--- src/rtl/alu_mc_pkg.sv ---
// Shared ALU control codes and FSM encodings for the EX-stage ALU.
package alu_mc_pkg;

   localparam logic [2:0] ALUCTRL_AND = 3'b000;
   localparam logic [2:0] ALUCTRL_OR  = 3'b001;
   localparam logic [2:0] ALUCTRL_ADD = 3'b010;
   localparam logic [2:0] ALUCTRL_SUB = 3'b110;
   localparam logic [2:0] ALUCTRL_MUL = 3'b100;

   typedef enum logic {
      ST_IDLE = 1'b0,
      ST_MUL  = 1'b1
   } state_e;

endpackage

--- src/rtl/alu_mc_if.sv ---
// EX-stage ALU request/response bundle.
interface alu_mc_if #(
   parameter int WIDTH = 32
);
   logic             valid_i;
   logic [2:0]       ALUCtrl_i;
   logic [WIDTH-1:0] data1_i;
   logic [WIDTH-1:0] data2_i;
   logic             ready_o;
   logic             stall_o;
   logic             done_o;
   logic [WIDTH-1:0] data_o;
   logic             zero_o;

   modport master (
      output valid_i, ALUCtrl_i, data1_i, data2_i,
      input  ready_o, stall_o, done_o, data_o, zero_o
   );

   modport slave (
      input  valid_i, ALUCtrl_i, data1_i, data2_i,
      output ready_o, stall_o, done_o, data_o, zero_o
   );
endinterface

--- src/rtl/alu_mc_mul_seq.sv ---
// Iterative shift-add multiplier; one multiplier bit per clock.
module alu_mul_seq #(
   parameter int WIDTH = 32,
   parameter int CNT_W = 6
) (
   input  logic             clk_i,
   input  logic             rst_i,
   input  logic             start_i,
   input  logic [WIDTH-1:0] a_i,
   input  logic [WIDTH-1:0] b_i,
   output logic             busy_o,
   output logic             last_o,
   output logic [WIDTH-1:0] product_o
);
   logic [WIDTH-1:0] mcand_q;
   logic [WIDTH-1:0] mplier_q;
   logic [WIDTH-1:0] acc_q;
   logic [WIDTH-1:0] acc_d;
   logic [CNT_W-1:0] cnt_q;
   logic             busy_q;

   assign acc_d     = mplier_q[0] ? acc_q + mcand_q : acc_q;
   assign last_o    = busy_q && (cnt_q == CNT_W'(WIDTH - 1));
   assign busy_o    = busy_q;
   // Final-iteration sum, so the product lands on the same edge as last_o.
   assign product_o = acc_d;

   always_ff @(posedge clk_i or posedge rst_i) begin
      if (rst_i) begin
         mcand_q  <= '0;
         mplier_q <= '0;
         acc_q    <= '0;
         cnt_q    <= '0;
         busy_q   <= 1'b0;
      end else if (start_i) begin
         mcand_q  <= a_i;
         mplier_q <= b_i;
         acc_q    <= '0;
         cnt_q    <= '0;
         busy_q   <= 1'b1;
      end else if (busy_q) begin
         acc_q    <= acc_d;
         mcand_q  <= mcand_q << 1;
         mplier_q <= mplier_q >> 1;
         cnt_q    <= cnt_q + 1'b1;
         if (last_o)
            busy_q <= 1'b0;
      end
   end
endmodule

--- src/rtl/alu_mc.sv ---
// Multi-cycle EX-stage ALU: single-cycle logic/arith, iterative mul.
module alu_mc
   import alu_mc_pkg::*;
#(
   parameter int WIDTH = 32,
   parameter int CNT_W = 6
) (
   input logic   clk_i,
   input logic   rst_i,
   alu_mc_if.slave bus
);
   state_e           state_q;
   logic [WIDTH-1:0] data_q;
   logic             zero_q;
   logic             done_q;
   logic [WIDTH-1:0] alu_d;
   logic [WIDTH-1:0] product;
   logic             mul_busy;
   logic             mul_last;
   logic             accept;
   logic             start;

   assign accept = (state_q == ST_IDLE) && bus.valid_i;
   assign start  = accept && (bus.ALUCtrl_i == ALUCTRL_MUL);

   always_comb begin
      alu_d = bus.data1_i + bus.data2_i;
      unique case (bus.ALUCtrl_i)
         ALUCTRL_AND: alu_d = bus.data1_i & bus.data2_i;
         ALUCTRL_OR:  alu_d = bus.data1_i | bus.data2_i;
         ALUCTRL_SUB: alu_d = bus.data1_i - bus.data2_i;
         default:     alu_d = bus.data1_i + bus.data2_i;
      endcase
   end

   alu_mul_seq #(
      .WIDTH (WIDTH),
      .CNT_W (CNT_W)
   ) u_mul (
      .clk_i     (clk_i),
      .rst_i     (rst_i),
      .start_i   (start),
      .a_i       (bus.data1_i),
      .b_i       (bus.data2_i),
      .busy_o    (mul_busy),
      .last_o    (mul_last),
      .product_o (product)
   );

   always_ff @(posedge clk_i or posedge rst_i) begin
      if (rst_i) begin
         state_q <= ST_IDLE;
         data_q  <= '0;
         zero_q  <= 1'b1;
         done_q  <= 1'b0;
      end else begin
         done_q <= 1'b0;
         unique case (state_q)
            ST_IDLE: begin
               if (start) begin
                  state_q <= ST_MUL;
               end else if (accept) begin
                  data_q <= alu_d;
                  zero_q <= (alu_d == '0);
                  done_q <= 1'b1;
               end
            end
            ST_MUL: begin
               if (mul_last) begin
                  data_q  <= product;
                  zero_q  <= (product == '0);
                  done_q  <= 1'b1;
                  state_q <= ST_IDLE;
               end
            end
            default: state_q <= ST_IDLE;
         endcase
      end
   end

   assign bus.ready_o = (state_q == ST_IDLE);
   assign bus.stall_o = mul_busy || start;
   assign bus.done_o  = done_q;
   assign bus.data_o  = data_q;
   assign bus.zero_o  = zero_q;
endmodule

--- src/flat_wrapper.sv ---
// flat-port wrapper written by rule: the top's interface ports become plain ports
module alu_mc_flat import alu_mc_pkg::*;
#(
   parameter int WIDTH = 32,
   parameter int CNT_W = 6
)
  (clk_i, rst_i, bus_valid_i, bus_ALUCtrl_i, bus_data1_i, bus_data2_i, bus_ready_o, bus_stall_o, bus_done_o, bus_data_o, bus_zero_o);
  alu_mc_if #(.WIDTH(WIDTH)) bus_i ();
  input logic clk_i;
  input logic rst_i;
  input wire logic [$bits(bus_i.valid_i)-1:0] bus_valid_i;
  input wire logic [$bits(bus_i.ALUCtrl_i)-1:0] bus_ALUCtrl_i;
  input wire logic [$bits(bus_i.data1_i)-1:0] bus_data1_i;
  input wire logic [$bits(bus_i.data2_i)-1:0] bus_data2_i;
  output wire logic [$bits(bus_i.ready_o)-1:0] bus_ready_o;
  output wire logic [$bits(bus_i.stall_o)-1:0] bus_stall_o;
  output wire logic [$bits(bus_i.done_o)-1:0] bus_done_o;
  output wire logic [$bits(bus_i.data_o)-1:0] bus_data_o;
  output wire logic [$bits(bus_i.zero_o)-1:0] bus_zero_o;
  assign bus_i.valid_i = bus_valid_i;
  assign bus_i.ALUCtrl_i = bus_ALUCtrl_i;
  assign bus_i.data1_i = bus_data1_i;
  assign bus_i.data2_i = bus_data2_i;
  assign bus_ready_o = bus_i.ready_o;
  assign bus_stall_o = bus_i.stall_o;
  assign bus_done_o = bus_i.done_o;
  assign bus_data_o = bus_i.data_o;
  assign bus_zero_o = bus_i.zero_o;
  alu_mc #(.WIDTH(WIDTH), .CNT_W(CNT_W)) u_core (.clk_i(clk_i), .rst_i(rst_i), .bus(bus_i));
endmodule
--- config.mk ---
export PLATFORM = sky130hd
export DESIGN_NAME = alu_mc_flat
export DESIGN_NICKNAME = d
export VERILOG_FILES = /design/src/rtl/alu_mc_pkg.sv /design/src/rtl/alu_mc_if.sv /design/src/rtl/alu_mc_mul_seq.sv /design/src/rtl/alu_mc.sv /design/src/flat_wrapper.sv
export SDC_FILE = /design/constraint.sdc
export NUM_CORES = 1
export LEC_CHECK = 0
export BUFFER_PORTS_ARGS = -buffer_cell sky130_fd_sc_hd__buf_4
export CAP_MARGIN = 10
export CORE_MARGIN = 3
export CORE_UTILIZATION = 32
export CTS_CLUSTER_DIAMETER = 60
export DETAILED_ROUTE_END_ITERATION = 6
export PLACE_DENSITY_LB_ADDON = 0.25
export SLEW_MARGIN = 20
export SYNTH_ARGS = -nofsm -noshare
export SYNTH_HDL_FRONTEND = slang
export SYNTH_SLANG_ARGS = --single-unit
--- constraint.sdc ---
create_clock -name clk_i -period 10.8 [get_ports clk_i]
set_clock_uncertainty 0.1 [all_clocks]
set_input_delay 1.62 -clock clk_i [delete_from_list [all_inputs] [get_ports clk_i]]
set_output_delay 1.62 -clock clk_i [all_outputs]
set_load 0.01 [all_outputs]
Word-level counts from Yosys, hierarchy flattened
Cells that the tools add are included.
- equal/unequal tests: 7
- bitwise logic cells: 3
- reduce and logical (&&, ||, !) cells: 9
- mux-type cells: 27
- $add $sub $neg: 4
- operator list (operator ; number):
    32-bit two-way mux ; 10
    32-bit case mux with 3 select lines ; 1
    32-bit adder ; 2
    32-bit zero test ; 2
    32-bit case mux with 2 select lines ; 1
    32-bit AND ; 1
    32-bit OR ; 1
    32-bit subtractor ; 1
    6-bit two-way mux ; 2
    1-bit two-way mux ; 10
    6-bit by 1-bit adder with 6-bit output (second input constant) ; 1
    3-bit == test (second input constant) ; 2
    6-bit by 5-bit == test with 1-bit output (second input constant) ; 1
    1-bit case mux with 2 select lines ; 3
    2-bit inequality test (second input constant) ; 2
    3-bit by 1-bit == test with 1-bit output (second input constant) ; 1
    1-bit logical AND ; 3
    3-bit zero test ; 1
    3-bit AND reduction ; 1
    2-bit by 1-bit inequality test with 1-bit output (second input constant) ; 1
    2-bit nonzero test ; 1
    1-bit logical OR ; 1
    1-bit inverter ; 1
- bits in registers: 138
- output and inout bits: 36
- logic and storage cells: 59

Longest topological paths before layout
Gate-level depths: netlist of run 1.
- depth after elaboration: 6
- mapped depth: 22

Hierarchy
Synthesis of run 1 repeated with hierarchy kept, for this count alone.
- cells, all modules: 1384
- area total of the unflattened synthesis: 11519.8 um^2
- by module, submodules not included (module ; sequential area each (um^2) ; area each (um^2) ; instances ; cells each):
    alu_mul_seq ; 2577.5 ; 6476.2 ; 1 ; 702
    alu_mc ; 877.1 ; 5043.6 ; 1 ; 682

Worst setup path after synthesis of run 1
Ideal clock, no wire load.
- path type: input -> register
- start point: in bus_ALUCtrl_i[0]
- end point: reg u_core.zero_q, in the netlist u_core.bus.zero_o
- data arrival time: 6.074 ns
- required time: 10.638 ns
- stages on the path: 20
- library setup time: 0.062 ns
- setup slack: 4.565 ns
- cell sequence: clkbuf_1 > buf_1 > buf_1 > clkbuf_1 > and3b_1 > clkbuf_1 > nor2_1 > xnor2_1 > ha_1 > nor2b_1 > o31a_2 > o211ai_4 > a211oi_2 > o31a_1 > or3_1 > a31o_1 > nor4_2 > nand4_1 > nor4b_1 > a41o_1
- cells in the longest elaborated chain, start to end: 6
- elaborated cells between the ends (all ways): 12
- classes of those cells: 4 x eq/ne; 4 x mux; 4 x reduce/logical
- ends and longest elaborated chain (element ; line ; text):
    start, declared ; flat_wrapper.sv:12 ; input wire logic [$bits(bus_i.ALUCtrl_i)-1:0] bus_ALUCtrl_i;
    3-bit == test (tied with other cells) ; alu_mc.sv:28 ; unique case (bus.ALUCtrl_i)
    32-bit case mux with 3 select lines ; alu_mc.sv:28 ;
    32-bit zero test ; alu_mc.sv:64 ; zero_q <= (alu_d == '0);
    1-bit two-way mux ; alu_mc.sv:62 ; end else if (accept) begin
    1-bit two-way mux ; alu_mc.sv:60 ; if (start) begin
    1-bit case mux with 2 select lines ; alu_mc.sv:58 ; unique case (state_q)
    end signal, assigned ; alu_mc.sv:64 ;
    end signal, assigned ; alu_mc.sv:71 ; zero_q <= (product == '0);
    end, declared ; alu_mc.sv:14 ; logic zero_q;
Parallel ways exist; a longest one is shown, timed or not. The select of a mux whose other input is x is not followed.
A chain may end at the register's enable or synchronous reset.

Final worst setup path of run 1
Same ends and word-level chain as after synthesis.

==> results of run 1 <==
==> flip-flops by register name, summed over array words and instances, names as in the netlist <==
signal,flops
u_core.bus.done_o,1
u_core.u_mul.acc_q,32
u_core.state_q,1
u_core.u_mul.busy_o,1
u_core.bus.data_o,32
u_core.bus.zero_o,1
u_core.u_mul.cnt_q,6
u_core.u_mul.mcand_q,32
u_core.u_mul.mplier_q,32
==> cell families after synthesis <==
logic type,Yosys count
AND/OR/NAND/NOR,451
adder cells (fa/ha/maj),86
multiplexers,96
AO/OA/AOI/OAI,454
flip-flops,138
buffers and inverters,109
XOR/XNOR,65
==> placed cells by master, fill, tap and decap left out, types with 21 or more instances in the layout <==
cell type,n
a211oi_1,41
a21oi_1,107
buf_4,115
dfrtp_1,136
ha_1,66
inv_1,28
mux2i_1,81
nand2_1,155
nand4_1,22
nor2_1,126
nor3_1,27
o21a_1,21
o21ai_0,136
xnor2_1,35
xor2_1,30
==> cells in the mapped netlist (14+ instances only) <==
library cell	n	share of area [%]
dfrtp_1	137	30
xnor2_1	35	2.6
nand3_1	19	0.82
nand4_1	22	1.2
xor2_1	30	2.3
maj3_1	18	1.6
a211oi_1	41	2.6
inv_1	29	0.94
a21oi_1	107	4.6
o21a_1	21	1.4
nor3_1	27	1.2
o21ai_0	136	5.9
mux2i_1	81	7.0
nor2_1	127	4.1
clkbuf_1	61	2.0
ha_1	66	7.1
nand2_1	155	5.0
nor2b_1	16	0.86
a21o_1	20	1.3
a31oi_1	18	0.97
or3_1	14	0.75
==> power breakdown <==
part	switching [mW]	internal [mW]
Combinational	1.08	0.788
Sequential	0.179	0.736
Clock	0.229	0.359
==> worst max-delay path, cell delays in order <==
cell,delay [ps]
buf_4,250
nand3b_1,670
o21ai_0,560
inv_1,80
ha_1,280
nor2b_1,150
o31a_1,330
o2111ai_1,430
a21oi_1,170
nor3_1,360
o31ai_1,120
a21oi_1,180
xnor2_1,190
mux2_1,350
o31a_1,310
a41o_1,240
==> metal layers <==
metal  up-vias  GRT usage, %  share of wire, %
li1       5284             -                 -
met1      5000          26.8                50
met2       225          28.9                45
met3        43          2.56               3.4
met4         0          5.10               2.0
met5         -             0                 0
==> worst paths after layout <==
kind,startpoint,end,slack [ps]
setup / recovery,bus_ALUCtrl_i[0],u_core.bus.zero_o,4760
min in group asynchronous,rst_i,u_core.u_mul.mplier_q[2],1230
hold / removal,u_core.bus.data_o[21],u_core.bus.data_o[21],410
max in group asynchronous,rst_i,u_core.u_mul.acc_q[0],8050
hold reg to reg,u_core.bus.data_o[21],u_core.bus.data_o[21],410
setup reg to reg,u_core.u_mul.mcand_q[0],u_core.bus.zero_o,6570
==> per-stage QoR <==
step                total power [mW]  util [%]  hold WS [ps]  instances
floorplan                       2.23         -           379       1399
global placement                2.75      35.7           376       1896
detailed placement              2.77      35.7           407       1896
CTS                             3.37      37.3           415       1928
global route                    3.66      37.3           428       1928
finish                          3.37      37.3           411       1928
==> final cells by class <==
class	count	area (µm²)
fill	3694	22400
multi-input combinational	1152	7700
sequential	138	3460
timing repair buffer	115	863
tap	461	577
clock buffer	29	500
inverter	30	118
clock inverter	3	65.1
==> impl_metrics.json, run 1 <==
{
  "nNetsFinal": 1592,
  "clk_latency_ps": 440,
  "cts-root-buf": "clkbuf_16",
  "initial_core_util_pct": 32.6,
  "die_w_um": 197,
  "slew_headroom_pct": 32.5,
  "period_share_pct": 56.0,
  "setup.worst_path.class": "primary input to flip-flop",
  "ys_ff_latch": 138,
  "drtAntennaViolNets": 0,
  "required_ps": 11060,
  "ys_types": 90,
  "fmaxAchievable_ghz": 0.165,
  "synth-compound-area-share_pct": 25.4,
  "seq_area_frac_synth_pct": 29.7,
  "cts_max_path_buffers": 2,
  "rsz0062_at_grt": "false",
  "final_max_slew_viol_count": 0,
  "worst-path-max-fanout": 50,
  "hold_buffers": 0,
  "endpoint_kind": "flip-flop",
  "worstHoldPathType": "flip-flop to flip-flop",
  "core_region_area_um2": 35700,
  "crit_path_start_kind": "primary input",
  "synthSimpleGateAreaFrac_pct": 18.4,
  "netlist_area_um2": 11600,
  "placed_area_um2": 12700,
  "clkTransAtPathRegs_ps": 60,
  "synthMuxAreaShare_pct": 8.45,
  "p_leak_nw": 5.72,
  "ios": 106,
  "synth_edf_count": 0,
  "dr.pass1.iters": 5,
  "viasPerCell": 5.47,
  "drcViolationCount": 0,
  "grt_pass1_vias": 10000,
  "grtUsageTotal_pct": 18.5,
  "grt_max_degree": 97,
  "portBuffers": 105,
  "fp.dieArea_um2": 38600,
  "ys.flop_type": "dfrtp_1",
  "die_height_um": 197,
  "async_reset_ff_share_pct": 100,
  "fin_area_um2": 13300,
  "synth_warnings": 0,
  "finalHoldViolCount": 0,
  "fin_ws_ps": 4760,
  "setup_viol": 0,
  "cap_violations": 0,
  "dp_hpwl_mm": 26.9,
  "synth_top_family_by_area": "compound AO/OA/AOI/OAI gates",
  "vias": 10600,
  "cts_setup_buffers": 0,
  "first_iter_violations": 882,
  "hold_depth": 1,
  "routedWlPerCell_um": 18.6,
  "r2r_cells": 13,
  "synth_nets": 1537,
  "synthAdderAreaFrac_pct": 9.00,
  "n_antenna_cell": 0,
  "place_ws_ps": 4250,
  "cts_resized": 0,
  "grt_pass1_wl_mm": 57.2,
  "wl_mm": 35.8,
  "syn2layout_area_growth_pct": 14.3,
  "layout-drive-gt1-share_pct": 13.0,
  "period_needed_ps": 6040,
  "clock-sinks": 138,
  "cts_tree": "yes",
  "synth_xor_area_share_pct": 4.90,
  "ctsHtreeMaxLevel": 4,
  "syn_inst": 1399,
  "finalSetupTns_ps": 0,
  "avgSynthCellArea_um2": 8.30,
  "gp_congestion": 0.871,
  "arrival_ps": 6300,
  "worst_pin_slew_ps": 1010,
  "status": "finished, final reports clean",
  "grt_overflow_total": 0,
  "irDropWorstVdd_v": 0.000103,
  "power_density_nw_per_um2": 254,
  "numCtsBuffers": 17,
  "antenna_found_initial": 0,
  "rows": 69
}
Power figures use the tool's default switching activity.
==> run 2, diff against run 1 <==
==> constraint.sdc (replaced) <==
create_clock -name clk_i -period 6 [get_ports clk_i]
set_clock_uncertainty 0.1 [all_clocks]
set_input_delay 0.9 -clock clk_i [delete_from_list [all_inputs] [get_ports clk_i]]
set_output_delay 0.9 -clock clk_i [all_outputs]
set_load 0.01 [all_outputs]
==> run 2 against run 1 <==
  * Total power is 80% higher
  * Count of clock-buffer cells in the layout is 5 lower
  * Sequential share of layout area is 0.11 points lower
  * Global-route usage barely moved
  * Sequential cell count stayed put
  * Non-clock buffer count rose by 5
  * Final cell count rose by 0.21%
  * Clock power increased by 82%
  * Register-to-register slack got worse by 4800 ps
  * Via count barely moved
  * Setup slack worse by 4000 ps
  * Design area rose by 0.43%
  * Largest cell class unchanged
  * Largest power group unchanged
==> impl_metrics.json, run 2 (synthesis results as in run 1) <==
{
  "status": "finished, final reports clean",
  "setup_viol": 0,
  "clk_latency_ps": 430,
  "fillers": 3672,
  "portBuffers": 105,
  "place_ws_ps": 368,
  "final_common_cell": "nand2_1",
  "drtAntennaViolNets": 0,
  "required_ps": 6260,
  "routedWlPerCell_um": 18.6,
  "setup.worst_path.class": "primary input to flip-flop",
  "nNetsFinal": 1597,
  "die_w_um": 197,
  "rows": 69,
  "fin_util_pct": 37.4,
  "rsz0062_at_grt": "false",
  "vias": 10600,
  "finalHoldViolCount": 0,
  "gp_congestion": 0.854,
  "cp_top_family": "simple AND/OR/NAND/NOR gates",
  "crit_buf_inv": 1,
  "multiInputGateArea_um2": 7700,
  "core_region_area_um2": 35700,
  "numCtsBuffers": 17,
  "grt_pass1_wl_mm": 57.0,
  "period_needed_ps": 5230,
  "ctsHtreeMaxLevel": 4,
  "grt_overflow_total": 0,
  "syn2layout_area_growth_pct": 14.8,
  "wl_mm": 36.0,
  "fmaxAchievable_ghz": 0.191,
  "first_iter_violations": 690,
  "worst_pin_slew_ps": 990,
  "cts_max_path_buffers": 2,
  "dr.pass1.iters": 5,
  "ff_latch_area_um2": 3460,
  "dp_hpwl_mm": 27.1,
  "power_mw": 6.07,
  "clkTransAtPathRegs_ps": 60,
  "layout-drive-gt1-share_pct": 13.6,
  "cts_setup_buffers": 0,
  "max_stage_delay_ps": 380,
  "crit_path_cell_trace": "buf_4, nor3_1, nand2b_1, nor3_2, nand3b_1, nor4_1, nand2_1, o31ai_1, xor2_1, ha_1, and3_1, nand2_1, or2_2, o22ai_1, nor3_1, o31ai_1, a21oi_1, xnor2_1, mux2_1, o31a_1, a41o_1",
  "crit_path_start_kind": "primary input",
  "finalSetupTns_ps": 0,
  "power_density_nw_per_um2": 455,
  "cts-root-buf": "clkbuf_16",
  "drcViolationCount": 0,
  "p_leak_nw": 5.75,
  "worstHoldPathType": "flip-flop to flip-flop",
  "antenna_found_initial": 0,
  "worst-path-max-fanout": 5,
  "die_height_um": 197,
  "cts_resized": 0,
  "endpoint_kind": "flip-flop",
  "n_antenna_cell": 0,
  "grt_pass1_vias": 10100,
  "clock-sinks": 138,
  "slew_headroom_pct": 33.9,
  "viasPerCell": 5.46,
  "cap_violations": 0,
  "cts_tree": "yes",
  "fp.dieArea_um2": 38600,
  "initial_core_util_pct": 32.6,
  "grt_max_degree": 94,
  "most-common-layout-cells": "155 x nand2_1, 136 x o21ai_0, 136 x dfrtp_1",
  "slowest_stage": "ha_1",
  "ios": 106,
  "period_share_pct": 87.2,
  "final_max_slew_viol_count": 0,
  "grtUsageTotal_pct": 18.5,
  "arrival_ps": 5490,
  "fin_ws_ps": 771,
  "r2r_slack_ps": 1760,
  "irDropWorstVdd_v": 0.000177,
  "hold_buffers": 0
}
-- run 2: cell types whose count changed in the layout (fill, tap and decap cells not counted) --
cell,previous run,this run
clkbuf_1,9,3
buf_4,115,119
clkinv_2,1,3
clkinvlp_4,0,2
buf_6,0,1
clkbuf_8,3,4
-- run 2: per-layer routing --
| metal | part of all wire [%] | track usage, % | wire length, µm |
|---|---|---|---|
| met5 | 0 | 0 | 0 |
| met4 | 2.2 | 5.55 | 788 |
| met3 | 3.4 | 2.24 | 1220 |
| met2 | 45 | 29.1 | 16300 |
| met1 | 49 | 26.7 | 17600 |
-- run 2: layout make-up --
type                       count  area share (%)
multi-input combinational   1152            57.7
sequential                   138            25.9
timing repair buffer         120            6.78
tap                          461            4.32
clock buffer                  24            3.69
inverter                      30           0.882
clock inverter                 7           0.675
-- run 2: path summary, 6_finish.rpt --
path | startpoint | endpoint | depth (start not counted)
setup reg to reg | u_core.u_mul.mcand_q[0] | u_core.bus.zero_o | 13
hold reg to reg | u_core.bus.data_o[9] | u_core.bus.data_o[9] | 1
setup / recovery | bus_data2_i[13] | u_core.bus.zero_o | 21
min in group asynchronous | rst_i | u_core.u_mul.mplier_q[2] | 2
max in group asynchronous | rst_i | u_core.u_mul.acc_q[6] | 3
hold / removal | u_core.bus.data_o[9] | u_core.bus.data_o[9] | 1
-- run 2: metrics by stage --
stage,cell area (µm²),hold slack (ps),instances
after CTS,13300,419,1932
after global placement,12800,380,1901
final,13300,417,1932
after detailed placement,12800,406,1901
after floorplan,11600,379,1399
after global routing,13300,433,1932
-- run 2: power breakdown --
group	internal, mW	leakage (nW)	total (mW)	switching [mW]
Sequential	1.32	1.69	1.68	0.358
Clock	0.652	0.282	1.07	0.423
Combinational	1.42	3.78	3.31	1.90
Total	3.39	5.75	6.07	2.68
